[config.mk]
export PLATFORM = sky130hd
export DESIGN_NAME = phase_sequencer
export DESIGN_NICKNAME = d
export VERILOG_FILES = /design/src/rtl/phase_sequencer.sv
export SDC_FILE = /design/constraint.sdc
export NUM_CORES = 1
export LEC_CHECK = 0
export ABC_AREA = 1
export BUFFER_PORTS_ARGS = -buffer_cell sky130_fd_sc_hd__clkbuf_2
export CAP_MARGIN = 30
export CORE_AREA = 2 2 100 78
export DETAILED_ROUTE_END_ITERATION = 10
export DIE_AREA = 0 0 102 80
export HOLD_SLACK_MARGIN = 0.15
export PLACE_DENSITY = 0.87
export SKIP_CTS_REPAIR_TIMING = 1
export SKIP_LAST_GASP = 1
export SLEW_MARGIN = 10
export SYNTH_ARGS = -nofsm -noshare
export SYNTH_HDL_FRONTEND = slang
export SYNTH_SLANG_ARGS = --single-unit
export TNS_END_PERCENT = 10
[constraint.sdc]
create_clock -name clock -period 1.4 [get_ports clock]
set_input_delay 0.35 -clock clock [delete_from_list [all_inputs] [get_ports clock]]
set_output_delay 0.35 -clock clock [all_outputs]
set_load 0.01 [all_outputs]
[src/rtl/phase_sequencer.sv]
// phase_sequencer: IF/DE/EX/WB phase generator with run/stop/single-step
// panel control, a PC breakpoint, a memory wait-stall and a counter of
// retired instructions. Its only job is to drive the one-hot phase the
// controller decodes; it touches no datapath signal.
module phase_sequencer #(
  parameter logic RESET_STEP = 1'b0
) (
  input  logic        clock,
  input  logic        reset,
  input  logic        start,
  input  logic        stop,
  input  logic        step,
  input  logic        mem_wait,
  input  logic [31:0] pc,
  input  logic        break_en,
  input  logic [31:0] break_addr,
  input  logic        cnt_clr,
  output logic [3:0]  cstate,
  output logic        running,
  output logic        halted,
  output logic        bp_hit,
  output logic [31:0] instr_count
);

  typedef enum logic [2:0] {
    S_HALT = 3'd0,
    S_IF   = 3'd1,
    S_DE   = 3'd2,
    S_EX   = 3'd3,
    S_WB   = 3'd4
  } state_t;

  typedef enum logic {
    M_RUN  = 1'b0,
    M_STEP = 1'b1
  } mode_t;

  localparam mode_t RESET_MODE = RESET_STEP ? M_STEP : M_RUN;

  state_t      state, state_n;
  mode_t       mode, mode_n;
  logic        stop_pend, stop_pend_n;
  logic        start_q, stop_q, step_q;
  logic        bp_hit_n;
  logic [31:0] count_n;

  logic start_edge, stop_edge, step_edge;
  logic wb_done;

  assign start_edge = start & ~start_q;
  assign stop_edge  = stop  & ~stop_q;
  assign step_edge  = step  & ~step_q;

  // WB completes only on an edge where memory is ready.
  assign wb_done = (state == S_WB) && !mem_wait;

  // State, mode, pending-stop, edge-detect and counter registers.
  always_ff @(posedge clock or negedge reset) begin
    if (!reset) begin
      state       <= S_HALT;
      mode        <= RESET_MODE;
      stop_pend   <= 1'b0;
      start_q     <= 1'b0;
      stop_q      <= 1'b0;
      step_q      <= 1'b0;
      bp_hit      <= 1'b0;
      instr_count <= '0;
    end else begin
      state       <= state_n;
      mode        <= mode_n;
      stop_pend   <= stop_pend_n;
      start_q     <= start;
      stop_q      <= stop;
      step_q      <= step;
      bp_hit      <= bp_hit_n;
      instr_count <= count_n;
    end
  end

  // Next-state logic: phase sequencing, panel requests, completion decisions.
  always_comb begin
    state_n     = state;
    mode_n      = mode;
    stop_pend_n = stop_pend;
    bp_hit_n    = 1'b0;
    count_n     = instr_count;

    if (stop_edge && (state != S_HALT)) begin
      stop_pend_n = 1'b1;
    end

    unique case (state)
      S_HALT: begin
        if (step_edge) begin
          mode_n  = M_STEP;
          state_n = S_IF;
        end else if (start_edge) begin
          mode_n  = M_RUN;
          state_n = S_IF;
        end
      end
      S_IF: begin
        if (!mem_wait) begin
          state_n = S_DE;
        end
      end
      S_DE: state_n = S_EX;
      S_EX: state_n = S_WB;
      S_WB: begin
        if (!mem_wait) begin
          count_n = instr_count + 32'd1;
          if (mode == M_STEP) begin
            state_n = S_HALT;
          end else if (stop_pend) begin
            state_n = S_HALT;
          end else if (break_en && (pc == break_addr)) begin
            state_n  = S_HALT;
            bp_hit_n = 1'b1;
          end else begin
            state_n = S_IF;
          end
          // A pending stop is consumed by any return to HALT so it cannot
          // leak into the next run.
          if (state_n == S_HALT) begin
            stop_pend_n = 1'b0;
          end
        end
      end
      default: state_n = S_HALT;
    endcase

    if (cnt_clr) begin
      count_n = '0;
    end
  end

  // Phase decode; IF and WB are blanked while memory is stalling.
  always_comb begin
    cstate = '0;
    unique case (state)
      S_IF:    cstate = mem_wait ? 4'b0000 : 4'b0001;
      S_DE:    cstate = 4'b0010;
      S_EX:    cstate = 4'b0100;
      S_WB:    cstate = mem_wait ? 4'b0000 : 4'b1000;
      default: cstate = '0;
    endcase
  end

  assign halted  = (state == S_HALT);
  assign running = (mode == M_RUN) && !halted;

  // wb_done is folded into count_n; keep it visible for clarity of intent.
  logic unused_wb_done;
  assign unused_wb_done = wb_done;

endmodule

==> results of run 1 <==
[final cells by class]
| cell class | count | area share [%] |
|---|---|---|
| clock buffer | 6 | 1.788 |
| clock inverter | 2 | 0.2980 |
| inverter | 106 | 8.670 |
| multi-input combinational | 378 | 39.96 |
| sequential | 41 | 22.24 |
| tap | 101 | 2.736 |
| timing repair buffer | 180 | 24.30 |
[power by group]
| group | leakage, nW | internal (W) | switching, W | total [W] |
|---|---|---|---|---|
| logic | 2.00 | 0.000504 | 0.000633 | 0.00114 |
| clock network | 0.0512 | 0.000400 | 0.000461 | 0.000861 |
| registers | 0.554 | 0.00126 | 0.0000732 | 0.00133 |
[critical path: cells and delay by family (launching register included)]
family | cells | cell delay [ps]
DFF | 1 | 440
and+or+nand+nor | 3 | 340
buffers and inverters | 2 | 290
[per-stage QoR]
step                setup slack, ps  hold WS [ps]  utilization, %
floorplan                    -171.2         54.41               -
global placement             -160.3         349.1           61.39
detailed placement           -241.7         354.3           61.39
CTS                          -353.8         24.67           62.74
global route                 -409.3         153.0           64.48
finish                       -330.7         162.2           64.48
[worst max-delay path by stage]
stage	startpoint	endpoint	slack, ps	depth (start not counted)
after floorplan	state[0]	instr_count[29]	-170	10
after global placement	state[1]	instr_count[29]	-160	10
after detailed placement	state[1]	instr_count[29]	-240	10
after CTS	state[1]	cstate[3]	-350	5
after global routing	state[1]	instr_count[11]	-410	10
final	state[1]	cstate[3]	-330	5
[logic make-up after synthesis]
family                   Yosys count  share of synthesized area, %
flip-flops                        41                         31.86
adder cells (fa/ha/maj)            1                        0.3884
buffers and inverters            110                         12.82
XOR/XNOR                           5                         1.360
AND/OR/NAND/NOR                  308                         42.85
AO/OA/AOI/OAI                     64                         10.72
[flip-flops by register name, summed over array words and instances (netlist names)]
| register | count |
|---|---|
| state | 3 |
| step_q | 1 |
| instr_count | 32 |
| mode | 1 |
| bp_hit | 1 |
| stop_q | 1 |
| stop_pend | 1 |
| start_q | 1 |
[metal layers]
layer  vias up  track usage (%)  part of all wire (%)
met5         -                0                     0
met4         0            9.733                   2.8
met3        40            4.641                   9.1
met2       235            48.03                    46
met1      1901            36.29                    42
li1       2049                -                     -
[synth_stat cells, types with 2 or more instances]
master | count | area (µm²)
a21oi_1 | 18 | 90.09
clkbuf_1 | 4 | 15.01
dfrtp_1 | 41 | 1026
inv_1 | 105 | 394.1
nand2_1 | 154 | 578.1
nand2_2 | 2 | 12.51
nand3_1 | 23 | 115.1
nand4_1 | 21 | 131.4
nor2_1 | 64 | 240.2
nor2_4 | 4 | 45.04
nor3_1 | 22 | 110.1
nor3b_1 | 6 | 45.04
nor4_1 | 3 | 18.77
o21ai_0 | 34 | 170.2
o22ai_1 | 3 | 18.77
or2_2 | 4 | 25.02
xnor2_1 | 3 | 26.28
xor2_1 | 2 | 17.52
==> reports/metrics.csv, run 1 <==
metric;value;unit
leakage power;2.604;nW
hpwl dp;8.742;mm
VDD IR max;0.5454;mV
fmax;577.8;MHz
sequential area share after synthesis;31.86;%
placed cell count;798;
Critical Path Sink Type;output port;
initial antenna violation count;0;
DRC;0;
cell count after synthesis;529;
max-slew violation count;0;
clock skew;8.240;ps
Final Cycle Share;123.6;%
Clock Root Buffer;clkbuf_8;
GP Congestion;0.9529;
ANT cells;0;
post-route cell area;4618;µm²
status;finished, violations left;
Total Power;0.003333;W
CP Launch Type;flop;
CP required;1050;ps
Hold Path Class;input port to flop;
Worst path max stage delay;440;ps
Clk pin slew, worst setup/hold paths;90;ps
final setup margin;-330.7;ps
Die Wd;102;µm
Crit-path slowest cell;dfrtp_1;
global-route wire length before repair;18.18;mm
Die ar.;8160;µm²
slew margin rel.;75.53;%
Hold Vio Cnt, Final;0;
Crit Path Class;flop to output port;
vias in the first global route;4060;
EDFF count, synth;0;
final worst path period need;1731;ps
failing checks;setup timing;
worst reg2reg endpoint;instr_count[11];
worst endpoint data arrival time;1380;ps
Starting Density;44.97;%
# setup viols final;40;
post-DR vias/cell;5.190;
nets@finish;785;
Synth Flop Type;dfrtp_1;
top-level I/O count;111;
filler cell count;651;
CTS tree;done;
syn nets;602;
Via Count;4225;
commonest non-fill, non-tap cells in the layout;nand2_1, clkbuf_2, inv_1;
Area growth, synth to finish;43.40;%
Core Box Area;7162;µm²
CP Cell Sequence;nor2_4 > nand2_4 > nor2_8 > buf_6 > clkbuf_2;
Hold EP;start_q;
1st-pass router iterations;6;
Crit Path Max Fanout;9;
Setup TNS;-7052;ps
placed instance area;4397;µm²
syn avg cell area;6.088;µm²
area of the multi-input gates;1846;µm²
worst flop-to-flop path startpoint;state[1];
synthesized cell area;3221;µm²
R2R depth;10;
Routed Antenna Nets;0;
clock sinks;41;
total grt overflow;0;
largest net degree at the start of global routing;42;
DR WL/cell;13.42;µm
Die Span Y;80;µm
std cell rows;27;
Non-Filler Instances;814;
hold path depth;1;
input/output buffers;110;
warnings from Yosys;0;
Worst Max-Slew Pin Slew;363.7;ps
FF+latch count, synth;41;
clock latency on the worst-skew pair;310;ps
routed wire length;10.93;mm
synth unique cells;34;
reg-to-reg setup timing slack;-320;ps
sequential cell area;1027;µm²
ratio of cells with drive above 1 in the final layout;30.01;%
clock buffer count from CTS;5;
Synth async-reset ratio;100.0;%
1st-iter DRT viols;431;
commonest non-fill, non-tap cell in the layout;nand2_1;
Hold Crit Start;start;
total track usage;28.26;%
H-tree depth;2;
Pwr Density;721.7;nW/µm²
max-cap violations;0;
CTS Buffer Depth;2;
RSZ-0062 raised after global routing;yes;
Power figures use the tool's default switching activity.
==> run 2: changes to the inputs <==
--- a/config.mk
+++ b/config.mk
@@ -8,9 +8,9 @@
 export ABC_AREA = 1
 export BUFFER_PORTS_ARGS = -buffer_cell sky130_fd_sc_hd__clkbuf_2
 export CAP_MARGIN = 30
-export CORE_AREA = 2 2 100 78
+export CORE_AREA = 2 2 87 89
 export DETAILED_ROUTE_END_ITERATION = 10
-export DIE_AREA = 0 0 102 80
+export DIE_AREA = 0 0 89 91
 export HOLD_SLACK_MARGIN = 0.15
 export PLACE_DENSITY = 0.87
 export SKIP_CTS_REPAIR_TIMING = 1
==> constraint.sdc (replaced) <==
create_clock -name clock -period 1.4 [get_ports clock]
set_input_delay 0.35 -clock clock [delete_from_list [all_inputs] [get_ports clock]]
set_output_delay 0.35 -clock clock [all_outputs]
set_load 0.005 [all_outputs]
==> reports/metrics.csv, run 2 (synthesis results as in run 1) <==
metric;value;unit;change
ratio of cells with drive above 1 in the final layout;28.33;%;was 30.01%
Worst Max-Slew Pin Slew;389.0;ps;was 363.7 ps
GP Congestion;0.9477;;was 0.9529
Pwr Density;735.0;nW/µm²;was 721.7 nW/µm²
Crit Path Class;flop to output port;;unchanged
worst hold margin;163.8;ps;was 162.2 ps
DRC;0;;unchanged
Largest Register;instr_count;;unchanged
CP Launch Type;flop;;unchanged
Via Count;4038;;was 4225
clock skew;13.48;ps;was 8.240 ps
final worst path period need;1721;ps;was 1731 ps
1st-iter DRT viols;233;;was 431
H-tree depth;2;;unchanged
worst endpoint data arrival time;1370;ps;was 1380 ps
routed wire length;9.853;mm;was 10.93 mm
post-DR vias/cell;4.973;;was 5.190
largest registers;instr_count (32), state (3);;unchanged
Clock Root Buffer;clkbuf_8;;unchanged
initial antenna violation count;0;;unchanged
leakage power;2.566;nW;was 2.604 nW
commonest non-fill, non-tap cells in the layout;nand2_1, clkbuf_2, inv_1;;unchanged
worst slack at placement;-206.2;ps;was -241.7 ps
Core Box Area;7137;µm²;was 7162 µm²
ANT cells;0;;unchanged
hpwl dp;8.202;mm;was 8.742 mm
CTS tree;done;;unchanged
status;finished, violations left;;unchanged
max-slew violation count;0;;unchanged
std cell rows;31;;was 27
clock buffer count from CTS;5;;unchanged
Die Wd;89;µm;was 102 µm
input/output buffers;110;;unchanged
total grt overflow;0;;unchanged
clock sinks;41;;unchanged
VDD IR max;0.4060;mV;was 0.5454 mV
max-cap violations;0;;unchanged
CTS Buffer Depth;2;;unchanged
Final Cycle Share;122.9;%;was 123.6%
RSZ-0062 raised after global routing;yes;;unchanged
placed instance area;4400;µm²;was 4397 µm²
Die ar.;8099;µm²;was 8160 µm²
nets@finish;785;;unchanged
Area growth, synth to finish;41.96;%;was 43.40%
Die Span Y;91;µm;was 80 µm
fmax;581.0;MHz;was 577.8 MHz
clock latency on the worst-skew pair;310;ps;about the same
failing checks;setup timing;;unchanged
total track usage;25.15;%;was 28.26%
Crit Path Max Fanout;5;;was 9
top-level I/O count;111;;unchanged
Clk pin slew, worst setup/hold paths;80;ps;was 90 ps
filler cell count;643;;was 651
DR WL/cell;12.13;µm;was 13.42 µm
1st-pass router iterations;5;;was 6
# setup viols final;36;;was 40
Starting Density;45.13;%;was 44.97%
CP required;1050;ps;about the same
Hold Path Class;input port to flop;;unchanged
Hold Vio Cnt, Final;0;;unchanged
Critical Path Sink Type;output port;;unchanged
Routed Antenna Nets;0;;unchanged
commonest non-fill, non-tap cell in the layout;nand2_1;;unchanged
largest net degree at the start of global routing;42;;unchanged
max reg flops;32;;unchanged
global-route wire length before repair;16.30;mm;was 18.18 mm
vias in the first global route;3890;;was 4060
post-route cell area;4572;µm²;was 4618 µm²
final setup margin;-321.2;ps;was -330.7 ps
slew margin rel.;73.83;%;was 75.53%
## run 2: cell count changes in the layout (fill, tap and decap cells not counted), sizes merged
cell         before  now
bufinv            0    1
clkbuf          115  116
dlygate4sd3       2    1
buf              69   70
clkinv            2    0
## run 2: report_power, final
group | total (W) | internal [W] | switching (W)
clock network | 0.00102 | 0.000582 | 0.000439
registers | 0.00133 | 0.00126 | 0.0000696
logic | 0.00101 | 0.000452 | 0.000556
total | 0.00336 | 0.00230 | 0.00106
## run 2: final timing paths
kind | depth (start not counted) | slack, ps | from | endpoint
setup reg to reg | 9 | -280 | state[1] | instr_count[17]
min in group asynchronous | 3 | 560 | reset | instr_count[8]
hold / removal | 1 | 160 | start | start_q
setup / recovery | 6 | -320 | state[1] | cstate[3]
hold reg to reg | 2 | 530 | instr_count[31] | instr_count[31]
max in group asynchronous | 3 | 630 | reset | state[1]
## run 2: cell type report
cell class | instances | area [µm²] | share of cell area [%]
Tap cell | 99 | 123.9 | 2.709
Multi-Input combinational cell | 378 | 1790 | 39.16
Clock buffer | 7 | 86.33 | 1.888
Timing Repair Buffer | 180 | 1117 | 24.44
Sequential cell | 41 | 1026 | 22.44
Inverter | 106 | 397.9 | 8.703
Clock inverter | 1 | 30.03 | 0.6568
## run 2: worst max-delay path, cell delays in order (launching register included)
cell and delay [ps]:
dfrtp_1 410, nor2_4 140, nand2_4 80, nor2_8 130
buf_6 110, buf_6 110, buf_6 90
## run 2: metrics by stage
step                utilization, %  setup TNS, ps  cells  power (W)
floorplan                        -          -1342    529   0.001853
global placement             61.66          -1335    800   0.002288
detailed placement           61.66          -3050    800   0.002333
CTS                          63.29          -4762    808   0.003343
global route                 64.06          -9849    812   0.003555
finish                       64.06          -5155    812   0.003360
## run 2: metal layers
metal	global-route usage [%]	wire, µm
met3	4.000	508
met5	0	0
met1	28.35	4000
met4	11.57	292
met2	45.15	5051
